`src/rtl/tcdm_rsp_reorder.sv`:
```
// Purpose : Reorder buffer between the TCDM ID remapper and the banked interconnect.
//           Issue order of req_ids is kept in an order FIFO; out-of-order responses
//           land in a slot array indexed by req_id and leave strictly in issue order.
// Latency : request path is combinational; response release takes 1 cycle minimum.
// Backpr. : requests stall while RobDepth are outstanding; a held response keeps
//           its payload stable until the remapper accepts it.
// Ports   : clk_i/rst_ni clock and async active-low reset; slv_req_i/slv_rsp_o to the
//           remapper; mst_req_o/mst_rsp_i to the interconnect; outstanding_o = number
//           of requests not yet returned upstream; id_error_o = sticky bad-response flag.

package tcdm_rsp_reorder_pkg;
  localparam int unsigned TcdmIdWidth   = 2;
  localparam int unsigned TcdmAddrWidth = 32;
  localparam int unsigned TcdmDataWidth = 32;

  typedef struct packed {
    logic [TcdmIdWidth-1:0] req_id;
  } user_t;

  typedef struct packed {
    logic [TcdmAddrWidth-1:0]   addr;
    logic                       write;
    logic [TcdmDataWidth-1:0]   data;
    logic [TcdmDataWidth/8-1:0] strb;
    user_t                      user;
  } req_chan_t;

  typedef struct packed {
    logic [TcdmDataWidth-1:0] data;
    user_t                    user;
  } rsp_chan_t;

  typedef struct packed {
    req_chan_t q;
    logic      q_valid;
    logic      p_ready;
  } dreq_t;

  typedef struct packed {
    rsp_chan_t p;
    logic      p_valid;
    logic      q_ready;
  } drsp_t;
endpackage

module tcdm_rsp_reorder #(
  parameter int unsigned RobDepth      = 4,
  parameter int unsigned IdWidth       = 2,
  parameter type         user_t        = tcdm_rsp_reorder_pkg::user_t,
  parameter type         rsp_chan_t    = tcdm_rsp_reorder_pkg::rsp_chan_t,
  parameter type         dreq_t        = tcdm_rsp_reorder_pkg::dreq_t,
  parameter type         drsp_t        = tcdm_rsp_reorder_pkg::drsp_t,
  // Checks for a response hitting an occupied slot; a bench that injects that
  // fault on purpose clears this so the sticky error flag can be observed.
  parameter bit          ChkSlotReuse  = 1'b1,
  localparam int unsigned PtrW         = $clog2(RobDepth),
  localparam int unsigned CntW         = PtrW + 1
) (
  input  logic            clk_i,
  input  logic            rst_ni,
  input  dreq_t           slv_req_i,
  output drsp_t           slv_rsp_o,
  output dreq_t           mst_req_o,
  input  drsp_t           mst_rsp_i,
  output logic [CntW-1:0] outstanding_o,
  output logic            id_error_o
);

  logic [IdWidth-1:0]  r_fifo [RobDepth];
  logic [PtrW-1:0]     r_wptr, r_rptr;
  logic [CntW-1:0]     r_count;
  rsp_chan_t           r_slot [RobDepth];
  logic [RobDepth-1:0] r_slot_vld;
  logic                r_id_err;
  logic                r_hold;

  logic               w_full, w_empty, w_push, w_pop, w_push_dup;
  logic [IdWidth-1:0] w_push_id, w_head_id, w_cap_id;
  logic [PtrW-1:0]    w_head_idx, w_cap_idx;
  logic               w_head_ok, w_cap_vld, w_cap_in_range, w_cap_occ, w_cap_ok;
  logic               w_rsp_vld;
  user_t              w_cap_user;

  // Full is taken from the registered count, so a push never relies on a same-cycle pop.
  assign w_full    = (r_count == CntW'(RobDepth));
  assign w_empty   = (r_count == '0);
  assign w_push_id = slv_req_i.q.user.req_id;
  assign w_push    = slv_req_i.q_valid && mst_rsp_i.q_ready && !w_full;

  assign w_head_id  = r_fifo[r_rptr];
  assign w_head_idx = w_head_id[PtrW-1:0];
  assign w_head_ok  = (32'(w_head_id) < RobDepth);
  assign w_rsp_vld  = !w_empty && w_head_ok && r_slot_vld[w_head_idx];
  assign w_pop      = w_rsp_vld && slv_req_i.p_ready;

  assign w_cap_user     = mst_rsp_i.p.user;
  assign w_cap_id       = w_cap_user.req_id;
  assign w_cap_idx      = w_cap_id[PtrW-1:0];
  assign w_cap_vld      = mst_rsp_i.p_valid;
  assign w_cap_in_range = (32'(w_cap_id) < RobDepth);
  assign w_cap_occ      = w_cap_in_range && r_slot_vld[w_cap_idx];
  // A colliding or out-of-range response is dropped; the slot keeps its first data.
  assign w_cap_ok       = w_cap_vld && w_cap_in_range && !r_slot_vld[w_cap_idx];

  always_comb begin
    mst_req_o         = slv_req_i;
    mst_req_o.q_valid = slv_req_i.q_valid && !w_full;
    mst_req_o.p_ready = 1'b1;
    slv_rsp_o         = '0;
    slv_rsp_o.p       = r_slot[w_head_idx];
    slv_rsp_o.p_valid = w_rsp_vld;
    slv_rsp_o.q_ready = mst_rsp_i.q_ready && !w_full;
  end

  assign outstanding_o = r_count;
  assign id_error_o    = r_id_err;

  always_ff @(posedge clk_i or negedge rst_ni) begin
    if (!rst_ni) begin
      r_wptr     <= '0;
      r_rptr     <= '0;
      r_count    <= '0;
      r_slot_vld <= '0;
      r_id_err   <= 1'b0;
      r_hold     <= 1'b0;
    end else begin
      if (w_push) r_wptr <= r_wptr + 1'b1;
      if (w_pop)  r_rptr <= r_rptr + 1'b1;
      case ({w_push, w_pop})
        2'b10:   r_count <= r_count + CntW'(1);
        2'b01:   r_count <= r_count - CntW'(1);
        default: r_count <= r_count;
      endcase
      // Capture and release never target the same slot without a collision,
      // so the clear and the set below are independent.
      if (w_pop)    r_slot_vld[w_head_idx] <= 1'b0;
      if (w_cap_ok) r_slot_vld[w_cap_idx]  <= 1'b1;
      if (w_cap_vld && !w_cap_ok) r_id_err <= 1'b1;
      r_hold <= w_rsp_vld && !slv_req_i.p_ready;
    end
  end

  // Payload storage needs no reset: validity lives in r_slot_vld and r_count.
  always_ff @(posedge clk_i) begin
    if (w_push)   r_fifo[r_wptr]    <= w_push_id;
    if (w_cap_ok) r_slot[w_cap_idx] <= mst_rsp_i.p;
  end

  // Is the pushed id already waiting in the order FIFO?
  always_comb begin
    w_push_dup = 1'b0;
    for (int i = 0; i < RobDepth; i++) begin
      if ((CntW'(i) < r_count) && (r_fifo[r_rptr + PtrW'(i)] == w_push_id)) begin
        w_push_dup = 1'b1;
      end
    end
  end

  a_slot_reuse: assert property (@(posedge clk_i) disable iff (!rst_ni)
    !(ChkSlotReuse && w_cap_vld && w_cap_occ));
  a_vld_drop: assert property (@(posedge clk_i) disable iff (!rst_ni)
    !(r_hold && !w_rsp_vld));
  a_dup_push: assert property (@(posedge clk_i) disable iff (!rst_ni)
    !(w_push && w_push_dup));

endmodule

```
`config.mk`:
```
export PLATFORM = sky130hd
export DESIGN_NAME = tcdm_rsp_reorder
export DESIGN_NICKNAME = d
export VERILOG_FILES = /design/src/rtl/tcdm_rsp_reorder.sv
export SDC_FILE = /design/constraint.sdc
export NUM_CORES = 1
export LEC_CHECK = 0
export BUFFER_PORTS_ARGS = -buffer_cell sky130_fd_sc_hd__buf_2
export CAP_MARGIN = 30
export CORE_MARGIN = 2
export CORE_UTILIZATION = 50
export CTS_CLUSTER_SIZE = 28
export DETAILED_ROUTE_END_ITERATION = 16
export HOLD_SLACK_MARGIN = 0.08
export PLACE_DENSITY_LB_ADDON = 0.05
export SLEW_MARGIN = 10
export SYNTH_ARGS = -nofsm -noshare
export SYNTH_HDL_FRONTEND = slang
export SYNTH_SLANG_ARGS = --single-unit
export TNS_END_PERCENT = 30
```
`constraint.sdc`:
```
create_clock -name clk_i -period 4.3 [get_ports clk_i]
set_clock_uncertainty 0.05 [all_clocks]
set_input_delay 1.29 -clock clk_i [delete_from_list [all_inputs] [get_ports clk_i]]
set_output_delay 1.29 -clock clk_i [all_outputs]
set_load 0.05 [all_outputs]
```
# Word level (Yosys, flattened, before mapping)
# Memories as Yosys holds them, arrays and structs flattened.
# Cells that the tools add are included.
[totals] reg_bits=12 ramBits=144 in_bits=111 out_inout_bits=113 memories=2
[mem_list] name="r_slot" words=4 width=34 read_ports=1 rd_clocked_by_memory_dff=0 write_ports=1 line="72" source="rsp_chan_t r_slot [RobDepth];"
[mem_list] name="r_fifo" words=4 width=2 read_ports=1 rd_clocked_by_memory_dff=0 write_ports=1 line="69" source="logic [IdWidth-1:0] r_fifo [RobDepth];"
[op_classes] n_addsub=4 magnitude_cmp=4 eq_ne=3 muxes=15 n_bitwise=3 n_reduce_logical=16
[op_table] cell="$logic_and 1x1->1" count=10
[op_table] cell="$mux 1" count=8
[op_table] cell="$mux 4" count=2
[op_table] cell="$lt 2x3->1 const B" count=2
[op_table] cell="$pmux 3 s2" count=1
[op_table] cell="$add 2x1->2 const B" count=2
[op_table] cell="$and 4x4->4" count=1
[op_table] cell="$bmux 1 s2" count=2
[op_table] cell="$demux 1 s2" count=2
[op_table] cell="$ge 2x1->1 const B" count=2
[op_table] cell="$logic_not 1->1" count=4
[op_table] cell="$not 4->4" count=1
[op_table] cell="$or 4x4->4" count=1
[op_table] cell="$add 3x1->3 const B" count=1
[op_table] cell="$eq 3x3->1 const B" count=1
[op_table] cell="$logic_not 3->1" count=1
[op_table] cell="$sub 3x1->3 const B" count=1
[op_table] cell="$eq 2x1->1 const B" count=1
[op_table] cell="$eq 2x2->1 const B" count=1
[op_table] cell="$reduce_bool 2->1" count=1

# Logic depth before layout (Yosys ltp)
# An unclocked memory read counts as a cell.
[logic_depth] depth_word=10 ltp_mapped=10

# Least setup slack after synthesis
# OpenSTA, ideal clock, no wires.
[synth_path] path_kind="input to register" start="input port mst_rsp_i[2] in the netlist's numbering" end="memory r_slot[2][0] in the netlist's numbering (enable)" setup_ns=0.477 arrival_ns=4.035 required_ns=3.773 setup_slack_ns=-0.262 cell_stages=2 n_path_buf=0 cell_sequence="nand2b_1 -> nor3b_1"
[synth_via] elab_chain_cells=6
[synth_lines] element="start, declared" line="64" source="input drsp_t mst_rsp_i,"
[synth_lines] element="$bmux 1 s2" line="103" source="assign w_cap_ok = w_cap_vld && w_cap_in_range && !r_slot_vld[w_cap_idx];"
[synth_lines] element="$mux 1 (implied by the code)" line="103"
[synth_lines] element="$logic_not 1->1" line="103"
[synth_lines] element="$logic_and 1x1->1" line="103"
[synth_lines] element="$mux 1" line="146" source="if (w_cap_ok) r_slot[w_cap_idx] <= mst_rsp_i.p;"
[synth_lines] element="$mux 1 (implied by the code)" line="146"
[synth_lines] element="end, declared" line="72"
# Parallel ways exist; a longest one is shown, timed or not. The select of a mux whose other input is x is not followed.

==> out/metrics.cfg <==
[flow_run]
cap_viol_max_count = 0

[detailed_routing]
drc_errors = 0
first_pass_iters = 4
detail-route-antenna-nets = 0
postRouteWirelength_mm = 11.4
vias_per_cell = 5.31
vias = 2898
drt_iter0_drc = 196
wire_per_inst_um = 20.9

[placed_design]
pre_cts_ws_ns = 0.814
place_hpwl_mm = 7.49
portBuffers = 84
place_congestion = 0.753

[worst_setup_path]
worst-setup-path-type = reg2out
crit_required_ns = 2.96
crit_arrival_ns = 2.54
cp-start-kind = flop
end_kind = output pin
crit_fanout = 25

[sta]
fin_crit_ns = 3.88
hold_viol_final = 0
timing.fmax_mhz = 258
rsz0062_at_grt = false
report.final.slew_viol_count = 0
fin_crit_sh_pct = 90.2
relSlewSlack_pct = 51.4
tightest_slew_ns = 0.725
layout_setup_ws_ns = 0.423
setup_viol_count_final = 0

[final_layout]
layout-drive-gt1-share_pct = 44.2
synthToLayoutAreaGrowth_pct = 13.4
final_nets = 477
fill_cells = 993

[synth]
async_flop_share_pct = 7.69
synth_mux_area_share_pct = 13.6
syn-cell-area_um2 = 6460
synth-simple-area-share_pct = 1.80
synth_fp_nets = 446
synth_top_family_by_area = multiplexers
synth_edf_count = 144
ys_seq_area_share_pct = 71.5
syn_avg_cell_area_um2 = 19.7
synth-compound-area-share_pct = 1.18
synth_cells = 329
ys_ff_latch = 156
ys_types = 28
ys.flop_type = edfxtp_1
synthAdderAreaFrac_pct = 1.28
yosys_warnings = 0
synth_xor_area_share_pct = 0.813

[floorplan]
die_w_um = 118
row_count = 41
core_um2 = 12600
die_y_um = 118
start_util_pct = 51.2
dieArea_um2 = 13900
ios = 224

[cts]
post-cts-setup-buffers = 0
cts_root_buffer = clkbuf_16
htreeDepth = 4
clk_latency_ns = 0.42
clkTransAtPathRegs_ns = 0.06
cts_tree = done
cts_made_buffers = 17
postCtsResizedCells = 0
postCtsHoldBufs = 0
clkSinkCount = 156
clk_path_buf_depth = 2

[run_status]
outcome = finished clean

[pwr]
cellPowerDensity_nw_per_um2 = 777
p_leak_nw = 2.63
ir_worst_vdd_uv = 445
p_total_mw = 5.69

[global_routing]
overflow = 0
grt_pass1_vias = 3094
antenna_found_initial = 0
grt.total_usage_pct = 17.4
grt_max_degree = 30
grt_pass1_wl_mm = 17.7

[worst_hold_path]
holdCritPathClass = reg2reg

[cell usage after synthesis (3+ instances only)]
cell,instances,area [um2]
o21ai_0,3,15.0
nand2_1,4,15.0
xor2_1,3,26.3
edfxtp_1,144,4320
buf_2,4,20.0
ha_1,5,62.6
buf_6,3,33.8
xnor2_1,3,26.3
mux2i_1,4,40.0
buf_4,74,556
and3_1,4,25.0
mux4_2,36,811
a21o_1,3,22.5
dfrtp_1,12,300
inv_1,6,22.5
nand2b_1,4,25.0
[cells by family (layout without fill, tap and decap cells)]
logic type               count (synthesis)  after routing
XOR/XNOR                                 6              6
AND/OR/NAND/NOR                         21             21
buffers and inverters                   87            131
other                                    1              2
AO/OA/AOI/OAI                           11             11
flip-flops                             156            156
multiplexers                            41             41
adder cells (fa/ha/maj)                  6              6
[layout make-up]
class,count,area [um2],area share (%)
Sequential cell,156,4620,63.1
Clock inverter,15,293,3.99
Multi-Input combinational cell,86,1230,16.8
Tap cell,172,215,2.94
Timing Repair Buffer,93,513,7.00
Antenna cell,1,2.50,0.0341
Clock buffer,17,425,5.80
Inverter,6,22.5,0.307
[per-layer routing]
metal | global-route usage (%) | vias up | part of all wire [%]
met5 | 0 | - | 0
met4 | 10.4 | 0 | 3.9
met3 | 5.47 | 52 | 5.3
met2 | 28.4 | 111 | 51
met1 | 20.2 | 1464 | 40
li1 | - | 1271 | -
[state kept, by name, summed over array words and instances (netlist names)]
name and flops:
id_error_o 1, outstanding_o 3, r_fifo 8, r_rptr 2, r_slot 136, r_slot_vld 4, r_wptr 2
[power by group]
| part | total (mW) | internal [mW] | switching, mW |
|---|---|---|---|
| Sequential | 1.89 | 1.81 | 0.0836 |
| Combinational | 2.01 | 0.647 | 1.37 |
| Clock | 1.79 | 1.21 | 0.581 |
| Total | 5.69 | 3.66 | 2.03 |
[placed cells by master (no fill, tap or decap)]
cell type,Yosys,routed
o22ai_1,1,1
clkinv_2,0,2
a21o_1,3,3
dfrtp_1,12,12
clkinvlp_4,0,3
edfxtp_1,144,144
mux2i_1,4,4
diode_2,0,1
nor2_1,2,2
nand3b_1,1,1
bufinv_16,0,8
inv_8,0,1
fa_1,1,1
nor3_2,0,2
inv_1,6,6
clkinv_4,0,1
o31a_1,2,2
mux4_2,36,36
mux4_1,1,1
nor3b_2,0,1
buf_4,74,7
buf_2,4,84
o21ai_0,3,3
a21boi_0,2,2
buf_12,0,2
and2_1,1,1
nand2b_1,4,4
ha_1,5,5
conb_1,1,1
xor2_1,3,3
nor3b_4,0,1
xnor2_1,3,3
clkbuf_16,0,17
nand3_1,1,1
and3_1,4,4
nand2_1,4,4
[critical path, stage by stage, from the launching register on]
cell and delay, ns:
dfrtp_1 0.44, mux4_2 0.62, buf_4 0.43, mux4_2 0.38
buf_2 0.23
[worst paths after layout]
check	start	endpoint	slack, ns	cells past startpoint
min reg2reg	id_error_o$_DFFE_PN0P_	id_error_o$_DFFE_PN0P_	0.42	1
min	id_error_o$_DFFE_PN0P_	id_error_o$_DFFE_PN0P_	0.42	1
max in group asynchronous	rst_ni	r_slot_vld[2]$_DFF_PN0_	3.26	1
max reg2reg	r_rptr[0]$_DFFE_PN0N_	outstanding_o[2]$_DFFE_PN0P_	1.32	10
max	r_rptr[0]$_DFFE_PN0N_	slv_rsp_o[14]	0.42	4
min in group asynchronous	rst_ni	outstanding_o[1]$_DFFE_PN0P_	0.70	1
[per-stage QoR]
| step | hold WS, ns | std cells | utilization, % | setup TNS, ns | cell area (um2) |
|---|---|---|---|---|---|
| final | 0.418 | 546 | 58.1 | 0 | 7330 |
| after global routing | 0.444 | 545 | 58.1 | 0 | 7330 |
| after CTS | 0.422 | 545 | 58.1 | 0 | 7330 |
| after detailed placement | 0.399 | 513 | 52.4 | 0 | 6610 |
| after global placement | 0.397 | 513 | 52.4 | 0 | 6610 |
| after floorplan | 0.431 | 329 | - | -6.82 | 6470 |
No activity file was read; power rests on OpenSTA's default activity.
